<file path="src/rtl/pipeline_hazard_ctrl.sv">
// Pipeline hazard controller: load/RAW stalls, branch flushes and data-memory wait freezes.
// Define HAZARD_FWD_EN when forwarding exists, so only load-use dependencies stall.
module pipeline_hazard_ctrl (
  input  logic        clk,
  input  logic        rst,
  input  logic [3:0]  id_src1,
  input  logic [3:0]  id_src2,
  input  logic        id_two_src,
  input  logic        id_src_valid,
  input  logic [3:0]  exe_dest,
  input  logic        exe_wb_en,
  input  logic        exe_mem_read,
  input  logic [3:0]  mem_dest,
  input  logic        mem_wb_en,
  input  logic        branch_taken,
  input  logic        mem_busy,
  output logic        pc_freeze,
  output logic        if_freeze,
  output logic        if_flush,
  output logic        id_flush,
  output logic        pipe_freeze,
  output logic [15:0] stall_cnt
);

  localparam int unsigned CNT_W = 16;

  localparam logic [1:0] S_RUN      = 2'd0;
  localparam logic [1:0] S_MEM_WAIT = 2'd1;
  localparam logic [1:0] S_FLUSH    = 2'd2;

  logic [1:0]       state_q, state_d;
  logic             pending_br_q, pending_br_d;
  logic [CNT_W-1:0] stall_cnt_q, stall_cnt_d;
  logic             exe_match;
  logic             haz;
  logic             unused_ok;

  assign exe_match = id_src_valid &
                     ((id_src1 == exe_dest) | (id_two_src & (id_src2 == exe_dest)));

`ifdef HAZARD_FWD_EN
  // Forwarding covers ALU results; only a load consumed next cycle must stall.
  assign haz       = exe_wb_en & exe_mem_read & exe_match;
  assign unused_ok = ^{mem_dest, mem_wb_en};
`else
  logic mem_match;
  assign mem_match = id_src_valid &
                     ((id_src1 == mem_dest) | (id_two_src & (id_src2 == mem_dest)));
  assign haz       = (exe_wb_en & exe_match) | (mem_wb_en & mem_match);
  assign unused_ok = exe_mem_read;
`endif

  // Next-state and Mealy outputs
  always_comb begin
    state_d      = state_q;
    pending_br_d = pending_br_q;
    pc_freeze    = 1'b0;
    if_freeze    = 1'b0;
    if_flush     = 1'b0;
    id_flush     = 1'b0;
    pipe_freeze  = 1'b0;
    if (rst) begin
      if (mem_busy) begin
        pc_freeze   = 1'b1;
        if_freeze   = 1'b1;
        pipe_freeze = 1'b1;
        state_d     = S_MEM_WAIT;
        // A branch resolved while frozen, or an interrupted flush, is owed later.
        if ((state_q == S_MEM_WAIT && branch_taken) || state_q == S_FLUSH) begin
          pending_br_d = 1'b1;
        end
      end else begin
        case (state_q)
          S_FLUSH: begin
            if_flush     = 1'b1;
            id_flush     = 1'b1;
            pending_br_d = 1'b0;
            state_d      = S_RUN;
          end
          S_MEM_WAIT: begin
            if (haz) begin
              pc_freeze = 1'b1;
              if_freeze = 1'b1;
              id_flush  = 1'b1;
            end
            state_d = (pending_br_q | branch_taken) ? S_FLUSH : S_RUN;
          end
          default: begin
            if (branch_taken) begin
              if_flush = 1'b1;
              id_flush = 1'b1;
            end else if (haz) begin
              pc_freeze = 1'b1;
              if_freeze = 1'b1;
              id_flush  = 1'b1;
            end
            state_d = S_RUN;
          end
        endcase
      end
    end
  end

  // Saturating stall counter
  always_comb begin
    stall_cnt_d = stall_cnt_q;
    if (pc_freeze && stall_cnt_q != {CNT_W{1'b1}}) begin
      stall_cnt_d = stall_cnt_q + CNT_W'(1);
    end
  end

  always_ff @(posedge clk) begin
    if (!rst) begin
      state_q      <= S_RUN;
      pending_br_q <= 1'b0;
      stall_cnt_q  <= '0;
    end else begin
      state_q      <= state_d;
      pending_br_q <= pending_br_d;
      stall_cnt_q  <= stall_cnt_d;
    end
  end

  assign stall_cnt = stall_cnt_q;

endmodule
</file>
<file path="config.mk">
export PLATFORM = sky130hd
export DESIGN_NAME = pipeline_hazard_ctrl
export DESIGN_NICKNAME = d
export VERILOG_FILES = /design/src/rtl/pipeline_hazard_ctrl.sv
export SDC_FILE = /design/constraint.sdc
export NUM_CORES = 1
export LEC_CHECK = 0
export CAP_MARGIN = 20
export CORE_MARGIN = 5
export CORE_UTILIZATION = 49
export CTS_BUF_LIST = sky130_fd_sc_hd__clkbuf_16
export DETAILED_ROUTE_END_ITERATION = 12
export PLACE_DENSITY = 0.94
export SLEW_MARGIN = 30
export SYNTH_ARGS = -nofsm -noshare
export SYNTH_HDL_FRONTEND = slang
export SYNTH_SLANG_ARGS = --single-unit
</file>
<file path="constraint.sdc">
create_clock -name clk -period 3.5 [get_ports clk]
set_input_delay 0.525 -clock clk [delete_from_list [all_inputs] [get_ports clk]]
set_output_delay 0.525 -clock clk [all_outputs]
set_load 0.03 [all_outputs]
</file>
Yosys cells after proc, flatten, opt, wreduce, memory -nomap -nowiden
Cells that the tools add are included.
- mux-type cells: 21
- $add $sub $neg: 1
- equal/unequal tests: 8
- reduce and logical (&&, ||, !) cells: 6
- bitwise operators: 12
- operators with widths (operator ; number):
    $mux 1 ; 17
    $add 16x1->16 const B ; 1
    $eq 4x4->1 ; 4
    $ne 16x16->1 const B ; 1
    $and 1x1->1 ; 6
    $pmux 1 s2 ; 3
    $or 1x1->1 ; 4
    $reduce_or 3->1 ; 1
    $eq 2x1->1 const B ; 1
    $eq 2x2->1 const B ; 1
    $logic_and 1x1->1 ; 2
    $mux 2 ; 1
    $ne 2x1->1 const B ; 1
    $not 1->1 ; 2
    $reduce_and 2->1 ; 1
    $reduce_bool 2->1 ; 1
    $logic_or 1x1->1 ; 1
- word-level logic and storage cells: 52
- output and inout bits: 21
- bits in registers: 19

Depth between registers and ports, before layout
- depth after elaboration: 12
- mapped depth: 8
- mapped depth without buffers: 8

Least setup slack after synthesis
No wires, ideal clock.
- kind: in2out
- start point: in exe_dest[2]
- end point: out pc_freeze
- arrival time: 2109 ps
- stages on the path: 6
- setup slack: 866 ps
- buffers on the path: 1
- cell sequence: xnor2_1 nand3_1 o21ai_1 o21bai_1 a21oi_1 buf_4
- cells in the longest elaborated chain, start to end: 11
- elaborated cells on any way between the ends: 12
- those cells by class: 2 x eq/ne; 5 x mux; 5 x bitwise
- ends and longest elaborated chain (element ; RTL line ; text):
    start: declaration ; 10 ; input logic [3:0] exe_dest,
    $eq 4x4->1 ; 39 ; ((id_src1 == exe_dest) | (id_two_src & (id_src2 == exe_dest)));
    $and 1x1->1 ; 39 ;
    $or 1x1->1 (*) ; 39 ;
    $and 1x1->1 (*) ; 38 ; assign exe_match = id_src_valid &
    $and 1x1->1 (*) ; 49 ; assign haz = (exe_wb_en & exe_match) | (mem_wb_en & mem_match);
    $or 1x1->1 (*) ; 49 ;
    $mux 1 (*) ; - ;
    $mux 1 ; - ;
    $pmux 1 s2 (*) ; - ;
    $mux 1 (*) (2 in a row) ; - ;
    end: declaration ; 17 ; output logic pc_freeze,
Mark *: on every way between the ends. The rest lies on a longest branch, timed or not.

Worst setup path after layout
- start point: in exe_dest[0]
- end point: out id_flush
- cells in the longest elaborated chain, start to end: 11
- elaborated cells on any way between the ends: 12
- those cells by class: 2 x eq/ne; 5 x mux; 5 x bitwise
- ends and longest elaborated chain (element ; RTL line ; text):
    $eq 4x4->1 ; 39 ;
    $and 1x1->1 ; 39 ;
    $or 1x1->1 (*) ; 39 ;
    $and 1x1->1 (*) ; 38 ;
    $and 1x1->1 (*) ; 49 ;
    $or 1x1->1 (*) ; 49 ;
    $mux 1 (*) ; 81, 92 ;
    $mux 1 ; 89 ; if (branch_taken) begin
    $pmux 1 s2 (*) ; 73 ; case (state_q)
    $mux 1 (*) ; 63 ; if (mem_busy) begin
    $mux 1 (*) ; 62 ; if (rst) begin
    end: declaration ; 20 ; output logic id_flush,
Marks and branches as above.

==> results.tsv <==
metric	value	unit
ranking of synthesized cells by area	dfxtp_1 (28%), mux2i_1 (9.4%), xnor2_1 (7.0%)	
Sequential Power Share	39.0	%
Area Overhead vs Synth	39.73	%
First DRT Iteration DRCs	75	
crit path launch	exe_dest[0]	
synth cell count leaders	nand2_1 (20), dfxtp_1 (19), nand2b_1 (14), nand3_1 (14), mux2i_1 (13)	
Mapped Nets	198	
count of final hold-check violations	0	
max cap viols	0	
met2 Use GR	29.49	%
drt wl/cell	14.50	um
WHS	0.4567	ns
worst-margin pin slew	0.4322	ns
area leader, netlist	dfxtp_1	
CTS sink count	19	
CP Capture Type	output port	
first-pass GRT wire length	6.182	mm
Core ar.	2734	um^2
Yosys reg bits	19	
Filler cells	213	
GR Util met3	5.329	%
status	completed	
setup total negative slack	0	ns
post-synth top area share	27.51	%
io pins	46	
cell internal pwr	428.3	uW
gr usage total	18.80	%
GP Congestion	0.7831	
mux contribution to synthesized area	9.412	%
grt total ovfl	0	
die height	63.12	um
HP Class	flip-flop to flip-flop	
# diodes	0	
busiest grt layer	met2	
post-CTS setup buffers	0	
Port Buffer Count	44	
Crit path arrival time	2.83	ns
simple-gate share of the synthesized area	27.51	%
Multi-input gate area	948.4	um^2
RSZ-0062 raised after global routing	no	
VDD IR max	0.4658	mV
Die Wd	63.12	um
# rows	19	
fin nets	243	
clock root buffer	clkbuf_16	
min-delay src	pending_br_q	
largest family of logic cells by synthesized area	simple AND/OR/NAND/NOR gates	
WL final	3.552	mm
max-slew violation count	0	
critical setup path kind	primary input to output port	
CTS Hold Bufs	0	
Via Count	1375	
Post-synth EDFFs	0	
CTS clock-pin slew for the worst setup and hold paths	0.06	ns
Max FO, Critical Path	4	
sequential fraction of the synthesis area	27.51	%
static leakage	0.0006891	uW
first-pass iteration count of the detailed router	4	
Compound-Gate Fraction of Synth Area	18.55	%
Bufs on Longest Clock Path	2	
H-tree Lvls	1	
Async SR Flop Fraction	0	%
DP HPWL	2.716	mm
Worst-Skew Late Latency	0.25	ns
CTS tree	built	
Critical Path RT	2.97	ns
most numerous cell in the Yosys netlist	nand2_1	
post-CTS sizing	0	
die area	3984	um^2
via density per instance	5.612	
Synth Instances	170	
worst clock skew	0.003093	ns
vias in the first global route	1327	
f_max	298.0	MHz
R2R Path Start	stall_cnt[0]	
Post-route DRC	0	
Initial Utilization	50.57	%
mapped cell area	1383	um^2
Top FF cell, synth	dfxtp_1	
post-route clock period utilization	95.88	%
share of layout cells above drive strength 1	9.346	%
Synth Area in XOR/XNOR	10.14	%
startpoint types	primary input	
minimum clock period	3.356	ns
Synth cell types	37	
switching pwr	144.3	uW
Final ANT Viol Nets	0	
syn avg cell area	8.133	um^2
Reg area	380.4	um^2
Gate power share	19.8	%
switching power share of the total	25.20	%
final setup vio count	0	
initial antenna violation count	0	
Clock power frac	41.2	%
Power Density	296.4	nW/um^2
synth warn	0	
grt met1 use	24.59	%
largest net degree at the start of global routing	21	
Rel. slew slack	71.08	%
CTS Buf Count	3	
post-synthesis adder-cell area fraction	2.715	%
through the flow:
step | utilization, % | instance area (um^2) | std cells | power, uW | worst slack, ns
floorplan | - | 1383 | 170 | 288.5 | 0.8658
global placement | 67.64 | 1849 | 241 | 336.7 | 0.1699
detailed placement | 67.64 | 1849 | 241 | 339.7 | 0.1016
CTS | 70.53 | 1928 | 245 | 573.4 | 0.07964
global route | 70.66 | 1932 | 245 | 593.5 | 0.01276
finish | 70.66 | 1932 | 245 | 572.5 | 0.1443
cells in the final DEF, fill, tap and decap left out, drive strengths merged:
cell type and count:
nand4 5, nand2b 14, and3 3, clkinv 1, nand2 21, inv 8
o21ai 5, ha 3, o22ai 1, nand3 15, and2 2, xor2 5
o21bai 1, o211ai 5, a21o 1, dfxtp 19, o21ba 1, mux2i 13
a31oi 1, clkbuf 3, a211oi 6, o31a 1, nor3 1, clkdlybuf4s50 44
xnor2 11, a21oi 13, buf 2, nor4 1, nor2 8
path summary, 6_finish.rpt:
path / to / slack (ns) / cells past startpoint
max: id_flush / 0.14 / 8
min: state_q[1] / 0.46 / 2
max reg2reg: stall_cnt[13] / 1.45 / 8
min reg2reg: state_q[1] / 0.46 / 2
critical path: stages:
cell and delay (ns):
clkdlybuf4s50_1 0.46, xnor2_1 0.22, nand3_1 0.14, o21ai_2 0.29, o21ai_0 0.18, a31oi_1 0.19, o31a_1 0.15, clkdlybuf4s50_1 0.66
registers in the layout, indices dropped and copies added (netlist names):
name,flops
pending_br_q,1
state_q,2
stall_cnt,16
final cells by class:
| type | instances | share of cell area, % |
|---|---|---|
| clock inverter | 1 | 0.1943 |
| sequential | 19 | 19.69 |
| tap | 31 | 2.008 |
| clock buffer | 3 | 3.886 |
| timing repair buffer | 46 | 23.58 |
| multi-input combinational | 137 | 49.09 |
| inverter | 8 | 1.554 |
layer usage:
layer  wire length, um  up-vias
li1                  -      687
met4               109        0
met2              1708       32
met5                 0        -
met3               179       13
met1              1554      643
cell families after synthesis:
group	Yosys count
adder cells (fa/ha/maj)	3
multiplexers	13
XOR/XNOR	16
AO/OA/AOI/OAI	35
flip-flops	19
AND/OR/NAND/NOR	70
buffers and inverters	14
power by group through the flow:
stage | combinational [uW] | clock (uW) | sequential [uW]
3_5_place_dp | 112 | 0 | 228
5_1_grt | 122 | 247 | 224
2_1_floorplan | 57.4 | 0 | 231
6_report | 113 | 236 | 223
4_1_cts | 113 | 237 | 223
3_3_place_gp | 109 | 0 | 228
Note: power is estimated with default switching activity, not from simulation.
